## config.mk

```make
export PLATFORM = sky130hd
export DESIGN_NAME = trap_ctrl
export DESIGN_NICKNAME = d
export VERILOG_FILES = /design/src/rtl/trap_ctrl.sv
export SDC_FILE = /design/constraint.sdc
export NUM_CORES = 1
export LEC_CHECK = 0
export CAP_MARGIN = 40
export CORE_MARGIN = 8
export CORE_UTILIZATION = 46
export DETAILED_ROUTE_END_ITERATION = 8
export DONT_BUFFER_PORTS = 1
export HOLD_SLACK_MARGIN = 0.03
export MAX_ROUTING_LAYER = met4
export SLEW_MARGIN = 20
export SYNTH_ARGS = -nofsm -noshare
export SYNTH_HDL_FRONTEND = slang
export SYNTH_SLANG_ARGS = --single-unit
```

## constraint.sdc

```tcl
create_clock -name clk -period 6.7 [get_ports clk]
set_clock_uncertainty 0.2 [all_clocks]
set_input_delay 1.005 -clock clk [delete_from_list [all_inputs] [get_ports clk]]
set_output_delay 1.005 -clock clk [all_outputs]
set_load 0.005 [all_outputs]
```

## src/rtl/trap_ctrl.sv

```systemverilog
// Machine-level trap/CSR sequencer: arbitrates exceptions, interrupts and CSR/MRET ops onto the CSR unit.
// Optional TRAP_CTRL_FAULT_TRAP_EN: faulting or illegal instruction ops are converted into an illegal-instruction trap.
module trap_ctrl #(
   parameter int IRQ_PC_ALIGN = 2
) (
   input  logic        clk,
   input  logic        reset,
   input  logic        boundary,
   input  logic        exc_valid,
   input  logic [3:0]  exc_code,
   input  logic [31:0] exc_pc,
   input  logic        ins_valid,
   input  logic [2:0]  ins_op,
   input  logic [11:0] ins_addr,
   input  logic [31:0] ins_wdata,
   input  logic [31:0] ins_pc,
   input  logic [31:0] irq_pc,
   output logic        ctrl_busy,
   output logic        done,
   output logic        done_trap,
   output logic [31:0] result,
   output logic        redirect,
   output logic [31:0] redirect_pc,
   output logic        csr_available,
   output logic [2:0]  csr_op,
   output logic [11:0] csr_addr_exception,
   output logic [31:0] csr_write_value,
   input  logic [31:0] csr_read_value,
   input  logic        csr_busy,
   input  logic        csr_fault,
   input  logic        csr_ext_int_pending,
   input  logic        csr_sw_int_pending
);

   typedef enum logic [2:0] {
      S_IDLE  = 3'd0,
      S_ISSUE = 3'd1,
      S_WAIT  = 3'd2,
      S_GAP   = 3'd3,
      S_DONE  = 3'd4
   } state_t;

   typedef enum logic [1:0] {
      K_TRAP = 2'd0,
      K_MRET = 2'd1,
      K_CSR  = 2'd2
   } kind_t;

   localparam logic [2:0]  OP_TRAP  = 3'b000;
   localparam logic [2:0]  OP_MRET  = 3'b001;
   localparam logic [11:0] ADDR_EXT = 12'h01B;
   localparam logic [11:0] ADDR_SW  = 12'h013;
   localparam logic [11:0] ADDR_ILL = 12'h002;
   localparam logic [31:0] PC_MASK  = ~((32'd1 << IRQ_PC_ALIGN) - 32'd1);

   state_t      state_q, state_d;
   kind_t       kind_q, kind_d;
   logic        avail_q, avail_d;
   logic [2:0]  op_q, op_d;
   logic [11:0] addr_q, addr_d;
   logic [31:0] wval_q, wval_d;
   logic [31:0] ipc_q, ipc_d;
   logic        busy_q, busy_d;
   logic        done_q, done_d;
   logic        done_trap_q, done_trap_d;
   logic [31:0] result_q, result_d;
   logic        redirect_q, redirect_d;
   logic [31:0] redirect_pc_q, redirect_pc_d;

   logic op_legal;
   logic busy_fall;

   assign op_legal  = (ins_op == OP_MRET) || (ins_op == 3'b101) ||
                      (ins_op == 3'b110) || (ins_op == 3'b111);
   assign busy_fall = busy_q && !csr_busy;
   assign busy_d    = csr_busy;

   always_comb begin
      state_d       = state_q;
      kind_d        = kind_q;
      avail_d       = avail_q;
      op_d          = op_q;
      addr_d        = addr_q;
      wval_d        = wval_q;
      ipc_d         = ipc_q;
      done_d        = 1'b0;
      done_trap_d   = 1'b0;
      result_d      = '0;
      redirect_d    = 1'b0;
      redirect_pc_d = '0;

      case (state_q)
         S_IDLE: begin
            if (exc_valid) begin
               kind_d  = K_TRAP;
               op_d    = OP_TRAP;
               addr_d  = {7'b0, 1'b0, exc_code};
               wval_d  = exc_pc & PC_MASK;
               avail_d = 1'b1;
               state_d = S_ISSUE;
            end else if (boundary && csr_ext_int_pending) begin
               kind_d  = K_TRAP;
               op_d    = OP_TRAP;
               addr_d  = ADDR_EXT;
               wval_d  = irq_pc & PC_MASK;
               avail_d = 1'b1;
               state_d = S_ISSUE;
            end else if (boundary && csr_sw_int_pending) begin
               kind_d  = K_TRAP;
               op_d    = OP_TRAP;
               addr_d  = ADDR_SW;
               wval_d  = irq_pc & PC_MASK;
               avail_d = 1'b1;
               state_d = S_ISSUE;
            end else if (ins_valid) begin
               kind_d = (ins_op == OP_MRET) ? K_MRET : K_CSR;
               op_d   = ins_op;
               addr_d = ins_addr;
               wval_d = ins_wdata;
               ipc_d  = ins_pc & PC_MASK;
               if (op_legal) begin
                  avail_d = 1'b1;
                  state_d = S_ISSUE;
               end else begin
                  // Illegal encodings never reach the CSR unit.
`ifdef TRAP_CTRL_FAULT_TRAP_EN
                  state_d = S_GAP;
`else
                  state_d     = S_DONE;
                  done_d      = 1'b1;
                  done_trap_d = 1'b1;
`endif
               end
            end
         end

         S_ISSUE: begin
            state_d = S_WAIT;
         end

         S_WAIT: begin
            if (busy_fall) begin
               avail_d = 1'b0;
               if (csr_fault && kind_q != K_TRAP) begin
`ifdef TRAP_CTRL_FAULT_TRAP_EN
                  state_d = S_GAP;
`else
                  state_d     = S_DONE;
                  done_d      = 1'b1;
                  done_trap_d = 1'b1;
`endif
               end else begin
                  state_d = S_DONE;
                  done_d  = 1'b1;
                  case (kind_q)
                     K_TRAP: begin
                        done_trap_d   = 1'b1;
                        redirect_d    = 1'b1;
                        redirect_pc_d = csr_read_value;
                     end
                     K_MRET: begin
                        redirect_d    = 1'b1;
                        redirect_pc_d = csr_read_value;
                     end
                     default: result_d = csr_read_value;
                  endcase
               end
            end
         end

         S_GAP: begin
            // One idle cycle separates the faulted op from the trap reissue.
            kind_d  = K_TRAP;
            op_d    = OP_TRAP;
            addr_d  = ADDR_ILL;
            wval_d  = ipc_q;
            avail_d = 1'b1;
            state_d = S_ISSUE;
         end

         S_DONE: begin
            state_d = S_IDLE;
         end

         default: begin
            avail_d = 1'b0;
            state_d = S_IDLE;
         end
      endcase
   end

   always_ff @(posedge clk or posedge reset) begin
      if (reset) begin
         state_q       <= S_IDLE;
         kind_q        <= K_CSR;
         avail_q       <= 1'b0;
         op_q          <= '0;
         addr_q        <= '0;
         wval_q        <= '0;
         ipc_q         <= '0;
         busy_q        <= 1'b0;
         done_q        <= 1'b0;
         done_trap_q   <= 1'b0;
         result_q      <= '0;
         redirect_q    <= 1'b0;
         redirect_pc_q <= '0;
      end else begin
         state_q       <= state_d;
         kind_q        <= kind_d;
         avail_q       <= avail_d;
         op_q          <= op_d;
         addr_q        <= addr_d;
         wval_q        <= wval_d;
         ipc_q         <= ipc_d;
         busy_q        <= busy_d;
         done_q        <= done_d;
         done_trap_q   <= done_trap_d;
         result_q      <= result_d;
         redirect_q    <= redirect_d;
         redirect_pc_q <= redirect_pc_d;
      end
   end

   assign ctrl_busy          = (state_q != S_IDLE);
   assign done               = done_q;
   assign done_trap          = done_trap_q;
   assign result             = result_q;
   assign redirect           = redirect_q;
   assign redirect_pc        = redirect_pc_q;
   assign csr_available      = avail_q;
   assign csr_op             = op_q;
   assign csr_addr_exception = addr_q;
   assign csr_write_value    = wval_q;

endmodule

```

---- Word-level counts from Yosys, hierarchy flattened ----
Cells that the tools add are included.
Widths: inputs -> output; s select.
word-level totals
  register bits after elaboration ......... 151
  logic and storage cells ................. 106
cells by class
  equality and inequality tests ........... 12
  multiplexer cells ....................... 58
  bitwise logic cells ..................... 4
  reductions and logical operators ........ 19
operators with widths
  cell                number
  $mux 32             12
  $pmux 32 s2         1
  $mux 12             4
  $mux 3              10
  $pmux 12 s2         1
  $mux 1              19
  $eq 3x3->1 const B  4
  $pmux 3 s4          1
  $mux 2              5
  $ne 5x5->1 const B  2
  $eq 3x1->1 const B  2
  $eq 3x2->1 const B  2
  $pmux 3 s2          1
  $reduce_and 5->1    1
  $logic_and 1x1->1   4
  $not 1->1           4
  $pmux 1 s2          2
  $pmux 1 s4          1
  $pmux 2 s2          1
  $reduce_and 2->1    2
  $reduce_and 4->1    1
  $reduce_bool 2->1   2
  $reduce_or 2->1     2
  $logic_not 3->1     1
  6 further kinds     8

---- Depth between registers and ports, before layout ----
Gate-level depths: netlist of run 1.
  word-level depth ........................ 10
  mapped depth ............................ 7

---- Least setup slack after synthesis of run 1 ----
Ideal clock, no wire load.
  path type ............................... input to register
  from .................................... input port csr_sw_int_pending
  to ...................................... register wval_q[2] (netlist: csr_write_value[2])
  setup time .............................. 0.137 ns
  arrival ................................. 2.264 ns
  slack ................................... 4.099 ns
  stages on the path ...................... 6
  cell sequence ........................... o21a_1 -> buf_2 -> clkbuf_1 -> mux2_2 -> a221oi_1 -> a21oi_1
between the ends
  cells in the longest elaborated chain, start to end .. 5
RTL lines
  what                  line  RTL
  from (decl)           32    input logic csr_sw_int_pending
  $logic_and 1x1->1 *   108   end else if (boundary && csr_sw_int_pending) begin
  $mux 32               108
  $mux 32               101   end else if (boundary && csr_ext_int_pending) begin
  $mux 32               94    if (exc_valid) begin
  $pmux 32 s2           92    case (state_q)
  to (signal assigned)  213   wval_q <= wval_d;
  to (decl)             61    logic [31:0] wval_q, wval_d;
Mark *: on every way between the ends. The rest lies on a longest branch, timed or not.
A chain may end at the register's enable or synchronous reset.

---- Worst setup path after layout of run 1 ----
  from .................................... register state_q[0]
  to ...................................... output port ctrl_busy
between the ends
  cells in the longest elaborated chain, start to end .. 1
RTL lines
  what                    line  RTL
  from (decl)             56    state_t state_q, state_d;
  from (signal assigned)  208   state_q <= state_d;
  $reduce_bool 3->1       224   assign ctrl_busy = (state_q != S_IDLE);
  to (decl)               18    output logic ctrl_busy,
No other way between the ends.

==> flow_summary_export.csv, run 1 <==
group,metric,value,unit
logic_synthesis,synth_cells,507,
finish,synthToLayoutAreaGrowth,12.54,%
timing,whs,301.5,ps
clocking,cts-buffers-inserted,17,
floorplan,die_w,132.7,um
global_routing,grt_max_degree,75,
placement,hpwl,12370,um
logic_synthesis,synth-seq-area-share,60.32,%
critical_path,worstSetupPathType,"flop to output pin",
clocking,post_cts_resized,0,
detailed_routing,drc_errors,0,
hold_path,min_path_cells,1,
detailed_routing,vias_per_cell,5.849,
clocking,cts-root-buf,"clkbuf_16",
run_status,status,"finished clean",
clocking,postCtsSetupBuffers,0,
finish,fill_cells,1170,
logic_synthesis,syn_area_per_cell,12.36,um2
logic_synthesis,yosys.cell_types.count,38,
placement,pre_cts_slack,3676,ps
timing,setup_viol,0,
floorplan,die_h,132.7,um
critical_path,critPathRequiredTime,5490,ps
critical_path,crit_path_start_kind,"flop",
timing,max_slew_margin,48.50,%
clocking,clk_transition_reported_paths,60,ps
clocking,clkSinkCount,151,
detailed_routing,ant_nets,0,
finish,drive_above_1_share,20.31,%
power_and_ir_drop,vdd_drop_max,0.0001620,V
timing,fmax,0.3738,GHz
clocking,hold_buffers,0,
global_routing,grt_overflow,0,
finish,layout.nets,687,
floorplan,start_util,47.13,%
power_and_ir_drop,leakage,3.223,nW
global_routing,antenna_found_initial,3,
global_routing,grt_pass1_wl,25710,um
floorplan,core_area,13300,um2
clocking,clock_latency,410,ps
timing,tightest_slew,770.1,ps
timing,hold_violations,0,
timing,period_share,39.93,%
clocking,htreeDepth,4,
detailed_routing,wl_per_cell,24.13,um
detailed_routing,firstDrtPassIters,4,
logic_synthesis,syn_area,6266,um2
clocking,cts_tree,"done",
critical_path,cp.arrival,1470,ps
logic_synthesis,ys_ff_latch,151,
flow_run,cap_violations,0,
detailed_routing,finalWirelength,16680,um
global_routing,grt_pass1_vias,4364,
clocking,clk_path_buf_depth,2,
logic_synthesis,ys_warn_count,0,
timing,final-max-slew-violation-count,0,
critical_path,reg2reg_depth,5,
placement,place.gp.congestion,0.7600,
timing,min_period,2675,ps
floorplan,die_area,17610,um2
floorplan,rows,42,
global_routing,grt.total_usage,19.56,%
detailed_routing,dr.first_iter.drc_count,224,
critical_path,cp_max_fo,11,
timing,setup-tns-final,0,ps
hold_path,hp-class,"flop to flop",
detailed_routing,vias,4042,
timing,setup_slack,4025,ps
logic_synthesis,syn_nets,695,
timing,rsz0062_at_grt,"false",
power_and_ir_drop,power_density,433.1,nW/um2
critical_path,endpoint_kind,"output pin",
placement,port_buffers,0,
floorplan,ios,304,
stage by stage:
stage / instance area (um2) / power (mW) / util [%] / cells
global placement: 6372 / 2.063 / 47.93 / 653
floorplan: 6266 / 1.897 / - / 507
CTS: 7037 / 3.097 / 52.93 / 687
global route: 7052 / 3.246 / 53.04 / 691
detailed placement: 6415 / 2.103 / 48.25 / 655
finish: 7052 / 3.054 / 53.04 / 691
state kept, by name, indices dropped and copies added (netlist names), 2 cells and up:
register            flops
state_q                 3
csr_addr_exception     12
ipc_q                  30
result                 32
kind_q                  2
csr_write_value        32
csr_op                  3
redirect_pc            32
cells in the final DEF (no fill, tap or decap), types with 2 or more instances in the layout:
master,instances
a221oi_1,31
nand3b_1,2
clkbuf_8,2
o21ai_0,7
nor2_1,36
o21ai_1,2
nand3_1,3
and3_1,30
dfrtp_1,150
a21oi_1,34
a22o_1,13
o22ai_1,2
o31ai_1,2
nand2b_1,3
inv_1,3
diode_2,3
clkinvlp_4,3
mux2_2,53
a211oi_1,2
buf_4,9
and2_1,64
a211oi_4,2
mux2_1,8
clkbuf_16,17
bufinv_16,3
o21a_1,2
inv_6,4
clkinv_4,3
nand2_1,6
synthesized netlist by cell type, drive strengths merged:
cell,number,share of area [%]
a211o,1,0.14
a211oi,4,0.76
a21oi,34,2.7
a221oi,31,4.3
a22o,13,1.8
and2,64,6.4
and3,30,3.0
and3b,1,0.14
buf,15,1.6
clkbuf,23,1.4
dfrtp,150,60
dfstp,1,0.42
inv,4,0.24
mux2,61,11
nand2,6,0.36
nand2b,3,0.30
nand3,3,0.24
nand3b,2,0.24
nand4,1,0.20
nor2,37,2.2
nor3,2,0.24
nor3b,2,0.32
o21a,2,0.24
o21ai,9,0.72
o221ai,1,0.14
o22ai,2,0.20
o2bb2a,1,0.16
o31ai,2,0.24
or4b,1,0.22
xor2,1,0.14
area by class of cell:
type	instances	area (um2)	share of cell area (%)
Sequential cell	151	3780	53.60
Multi-Input combinational cell	314	2292	32.51
Clock buffer	20	456.7	6.476
Tap cell	176	220.2	3.123
Clock inverter	12	165.2	2.342
Timing Repair Buffer	11	110.1	1.561
Inverter	4	20.02	0.2839
Antenna cell	3	7.507	0.1065
report_power, final:
| group | internal (mW) | switching (mW) | leakage, nW |
|---|---|---|---|
| clock network | 0.611 | 0.371 | 0.294 |
| logic | 0.297 | 0.403 | 0.984 |
| registers | 1.17 | 0.204 | 1.94 |
| total | 2.08 | 0.977 | 3.22 |
worst max-delay path: stages (launching register included):
cell and delay [ps]:
dfrtp_1 490, nor3_2 380, inv_1 180
per-layer routing:
metal	routed length, um	GRT usage [%]	vias up
met1	6140	20.71	1988
met3	2009	9.955	20
met2	8271	31.17	235
li1	-	-	1799
met4	253	6.562	0
met5	0	-	-
logic make-up after synthesis:
family | after synthesis | synth area share, %
xor gates and xnor gates | 1 | 0.1398
DFF | 151 | 60.32
muxes | 61 | 10.96
AOI/OAI and AO/OA | 100 | 11.46
and+or+nand+nor | 152 | 13.86
buffers and inverters | 42 | 3.255
worst paths after layout:
path                             from             endpoint  slack, ps
setup / recovery           state_q[0]            ctrl_busy       4020
hold / removal               ipc_q[8]             ipc_q[8]        300
setup reg to reg           state_q[0]  csr_write_value[22]       4190
hold reg to reg              ipc_q[8]             ipc_q[8]        300
max in group asynchronous       reset      redirect_pc[20]       4850
min in group asynchronous       reset           result[18]        330
Note: power is estimated with default switching activity, not from simulation.
==> run 2, diff against run 1 <==
==> constraint.sdc (replaced) <==
create_clock -name clk -period 2.6 [get_ports clk]
set_clock_uncertainty 0.2 [all_clocks]
set_input_delay 0.39 -clock clk [delete_from_list [all_inputs] [get_ports clk]]
set_output_delay 0.39 -clock clk [all_outputs]
set_load 0.005 [all_outputs]
==> flow_summary_export.csv, run 2 (synthesis gave the netlist of run 1 again) <==
group,metric,value,unit
finish,layout.nets,774,
clocking,cts-buffers-inserted,17,
detailed_routing,dr.first_iter.drc_count,229,
timing,final-max-slew-violation-count,0,
floorplan,core_area,13300,um2
finish,mostFrequentLayoutCells,"dfrtp_1 (150), dlygate4sd3_1 (85), and2_1 (64)",
clocking,postCtsSetupBuffers,0,
critical_path,rrSetupSlack,240,ps
finish,synthToLayoutAreaGrowth,26.28,%
critical_path,worstSetupPathType,"flop to flop",
critical_path,critPathRequiredTime,2750,ps
power_and_ir_drop,vdd_drop_max,0.0004516,V
finish,stdcell_area,7913,um2
critical_path,reg2reg_depth,5,
clocking,clk_path_buf_depth,2,
detailed_routing,drc_errors,0,
placement,place.gp.congestion,0.8331,
global_routing,grt_pass1_vias,4908,
floorplan,rows,42,
detailed_routing,vias,4450,
critical_path,cp_max_fo,16,
clocking,clk_transition_reported_paths,60,ps
detailed_routing,wl_per_cell,23.10,um
critical_path,cp.arrival,2510,ps
floorplan,start_util,47.13,%
timing,min_period,2359,ps
clocking,htreeDepth,4,
finish,post-route-util,59.51,%
timing,setup-tns-final,0,ps
placement,pre_cts_slack,464.2,ps
critical_path,reg2reg_from,"state_q[0]",
clocking,clkSinkCount,151,
clocking,clock_latency,410,ps
finish,final_common_cell,"dfrtp_1",
timing,setup_slack,240.6,ps
flow_run,cap_violations,0,
finish,drive_above_1_share,17.56,%
global_routing,grt_pass1_wl,28320,um
timing,setup_viol,0,
detailed_routing,ant_nets,0,
floorplan,ios,304,
placement,dpl_cell_area,6434,um2
critical_path,crit_path_start_kind,"flop",
global_routing,grt.total_usage,21.21,%
critical_path,cp-startpoint,"state_q[0]",
timing,rsz0062_at_grt,"false",
detailed_routing,finalWirelength,17950,um
hold_path,hp-class,"input port to flop",
global_routing,antenna_found_initial,3,
timing,period_share,90.75,%
critical_path,reg2reg_to,"csr_addr_exception[0]",
global_routing,grt_max_degree,152,
timing,tightest_slew,796.5,ps
timing,fmax,0.4238,GHz
run_status,status,"finished clean",
floorplan,die_h,132.7,um
detailed_routing,firstDrtPassIters,4,
detailed_routing,vias_per_cell,5.727,
timing,hold_violations,0,
critical_path,crit_path_end,"csr_addr_exception[0]",
timing,max_slew_margin,46.90,%
placement,hpwl,12330,um
floorplan,die_area,17610,um2
power_and_ir_drop,leakage,3.579,nW
power_and_ir_drop,power_density,1026,nW/um2
global_routing,grt_overflow,0,
placement,port_buffers,0,
clocking,cts-root-buf,"clkbuf_16",
critical_path,endpoint_kind,"flop",
floorplan,die_w,132.7,um
clocking,cts_tree,"done",
run 2: final cells by class:
cell class | instances | area [um2]
clock buffers | 20 | 446.7
multi-input cells | 314 | 2293
fillers | 1047 | 5383
diodes | 3 | 7.507
repair buffers | 98 | 973.4
inverters | 4 | 18.77
well taps | 176 | 220.2
flip-flops and latches | 151 | 3780
clock inverters | 11 | 172.7
run 2: worst min-delay path by stage:
stage	end	startpoint	depth (start not counted)	slack, ps
final	csr_available	ins_valid	2	60
after global routing	csr_addr_exception[2]	exc_code[2]	2	60
after CTS	csr_available	ins_valid	2	30
after detailed placement	busy_q	csr_busy	0	220
after global placement	busy_q	csr_busy	0	220
after floorplan	busy_q	csr_busy	0	220
run 2: critical path: stages (launching register included):
cell and delay (ps):
dfrtp_1 510, nor3_1 460, a211o_2 400, nand2_1 100
o21ai_0 70, dlygate4sd3_1 560
run 2: what timing repair did:
| action | CTS | global route |
|---|---|---|
| hold endpoints to repair | 265 | 0 |
| hold buffers | 85 | 0 |
| resized for setup | 0 | 1 |
| setup endpoints to repair | 0 | 1 |
run 2: routing by layer:
layer | up-vias | global-route usage (%) | routed length (um)
met1 | 2200 | 23.54 | 6947
met4 | 0 | 8.454 | 411
met2 | 256 | 32.81 | 8695
met5 | - | - | 0
li1 | 1965 | - | -
met3 | 29 | 9.614 | 1893
run 2: through the flow:
stage / instances / total power, mW / hold slack, ps
2_1_floorplan: 507 / 4.888 / 221.4
3_3_place_gp: 658 / 5.363 / 222.0
3_5_place_dp: 658 / 5.466 / 222.0
4_1_cts: 774 / 8.182 / 34.58
5_1_grt: 777 / 8.617 / 63.46
6_report: 777 / 8.116 / 61.25
run 2: power by group:
| part | switching [mW] | internal [mW] |
|---|---|---|
| clock | 0.937 | 1.63 |
| combinational | 1.10 | 0.890 |
| sequential | 0.544 | 3.01 |
| total | 2.58 | 5.53 |
==> run 3, diff against run 2 <==
--- a/config.mk
+++ b/config.mk
@@ -6,10 +6,11 @@
 export NUM_CORES = 1
 export LEC_CHECK = 0
 export CAP_MARGIN = 40
-export CORE_MARGIN = 8
+export CORE_ASPECT_RATIO = 0.75
 export CORE_UTILIZATION = 46
 export DETAILED_ROUTE_END_ITERATION = 8
 export DONT_BUFFER_PORTS = 1
+export GPL_TIMING_DRIVEN = 0
 export HOLD_SLACK_MARGIN = 0.03
 export MAX_ROUTING_LAYER = met4
 export SLEW_MARGIN = 20
==> flow_summary_export.csv, run 3 (synthesis gave the netlist of run 1 again) <==
group,metric,value,unit
detailed_routing,dr.first_iter.drc_count,167,
critical_path,rrSetupSlack,130,ps
run_status,status,"finished clean",
floorplan,die_h,103.1,um
finish,regArea,3780,um2
placement,place.gp.congestion,0.7894,
timing,fmax,0.4043,GHz
global_routing,use_met1,30.45,%
power_and_ir_drop,intPower,5.433,mW
timing,final-max-slew-violation-count,0,
timing,whs,51.63,ps
critical_path,worstSetupPathType,"flop to flop",
power_and_ir_drop,leakage,3.659,nW
detailed_routing,drc_errors,0,
global_routing,grt_max_degree,38,
detailed_routing,finalWirelength,17740,um
critical_path,critPathRequiredTime,2760,ps
power_and_ir_drop,p_seq_share,43.3,%
detailed_routing,vias_per_cell,5.591,
global_routing,grt_pass1_vias,4661,
detailed_routing,vias,4484,
clocking,postCtsSetupBuffers,0,
critical_path,crit_path_start_kind,"flop",
critical_path,critical_path.max_stage_delay,560,ps
floorplan,start_util,47.64,%
timing,min_period,2474,ps
floorplan,die_area,14100,um2
clocking,cts-root-buf,"clkbuf_16",
clocking,clock_latency,420,ps
critical_path,endpoint_kind,"flop",
timing,tightest_slew,631.4,ps
timing,setup_viol,0,
finish,layout.nets,804,
timing,hold_violations,0,
hold_path,hp-class,"input port to flop",
power_and_ir_drop,finalPower,8.139,mW
detailed_routing,wl_per_cell,22.11,um
critical_path,cp.arrival,2630,ps
floorplan,rows,36,
finish,drive_above_1_share,17.81,%
floorplan,die_w,136.8,um
timing,setup-tns-final,0,ps
detailed_routing,ant_nets,0,
clocking,clk_path_buf_depth,2,
global_routing,antenna_found_initial,2,
clocking,cts-buffers-inserted,17,
floorplan,ios,304,
critical_path,critical_path.cell_chain,"buf_6 > or4b_4 > a211oi_4 > and2_1 > dlygate4sd3_1",
critical_path,cp_slowest_cell,"or4b_4",
clocking,clk_transition_reported_paths,60,ps
power_and_ir_drop,vdd_drop_max,0.0006458,V
finish,mostFrequentLayoutCells,"dfrtp_1 (150), dlygate4sd3_1 (85), and2_1 (64)",
finish,final_common_cell,"dfrtp_1",
placement,hpwl,12520,um
clocking,htreeDepth,4,
global_routing,met3_usage,9.587,%
detailed_routing,firstDrtPassIters,4,
global_routing,busiest_layer,"met2",
clocking,clkSinkCount,151,
flow_run,cap_violations,0,
timing,max_slew_margin,57.91,%
placement,place_inst,683,
timing,rsz0062_at_grt,"false",
power_and_ir_drop,switching_share,33.25,%
power_and_ir_drop,power_density,1011,nW/um2
global_routing,grt_overflow,0,
global_routing,grt_pass1_wl,25880,um
finish,multi_input_area,2282,um2
timing,period_share,95.14,%
power_and_ir_drop,combPwrFrac,26.3,%
finish,synthToLayoutAreaGrowth,28.47,%
power_and_ir_drop,pwr-share-clk,30.5,%
global_routing,grt_util_met2,42.17,%
critical_path,cp_max_fo,9,
finish,stdcell_count,802,
global_routing,grt.total_usage,26.21,%
finish,fill_cells,1051,
placement,port_buffers,0,
power_and_ir_drop,p_sw,2.706,mW
floorplan,core_area,13150,um2
clocking,cts_tree,"done",
-- run 3: cell count changes in the layout (fill, tap and decap cells not counted), moves of 3 or more --
cell,change
buf_2,+10
buf_4,-10
buf_6,+4
clkbuf_1,+22
clkbuf_8,+3
-- run 3: per-stage QoR --
step	cell area [um2]	utilization (%)	worst slack, ps
2_1_floorplan	6270	-	107.9
3_3_place_gp	6484	49.30	-606.3
3_5_place_dp	6591	50.11	175.3
4_1_cts	8045	61.17	130.1
5_1_grt	8050	61.21	42.43
6_report	8050	61.21	126.5
-- run 3: worst max-delay path: cells and delay by family (launching register included) --
family / cells / cell delay (ps)
DFF: 1 / 370
buffers and inverters: 2 / 670
and+or+nand+nor: 2 / 740
AOI/OAI and AO/OA: 1 / 420
-- run 3: timing repair --
action | CTS | global route
gates resized for setup | 0 | 0
hold buffers | 85 | 0
hold endpoints to repair | 229 | 0
-- run 3: final timing paths --
check,to,from,cells after the start
setup / recovery,redirect_pc[31],state_q[2],5
hold reg to reg,ipc_q[20],ipc_q[20],1
setup reg to reg,redirect_pc[31],state_q[2],5
min in group asynchronous,redirect_pc[24],reset,2
max in group asynchronous,redirect_pc[4],reset,5
hold / removal,csr_addr_exception[2],ins_addr[2],3
-- run 3: layout make-up --
type	count	share of cell area [%]
Antenna cell	2	0.06217
Inverter	4	0.2331
Buffer	38	2.347
Timing Repair Buffer	90	11.91
Tap cell	171	2.658
Clock inverter	10	1.477
Sequential cell	151	46.95
Multi-Input combinational cell	314	28.35
Clock buffer	22	6.015
-- run 3: routing by layer --
layer,routed length [um],vias to the layer above,part of all wire (%)
met3,1712,22,9.7
met1,6762,2220,38
met5,0,-,0
met4,261,0,1.5
li1,-,2020,-
met2,8998,222,51
-- run 3: power by group through the flow --
stage               logic (mW)  registers, mW  clock network (mW)
floorplan                 1.53           3.36                   0
global placement          1.91           3.55                   0
detailed placement        2.02           3.56                   0
CTS                       2.14           3.52                2.51
global route              2.38           3.60                2.63
finish                    2.14           3.52                2.48
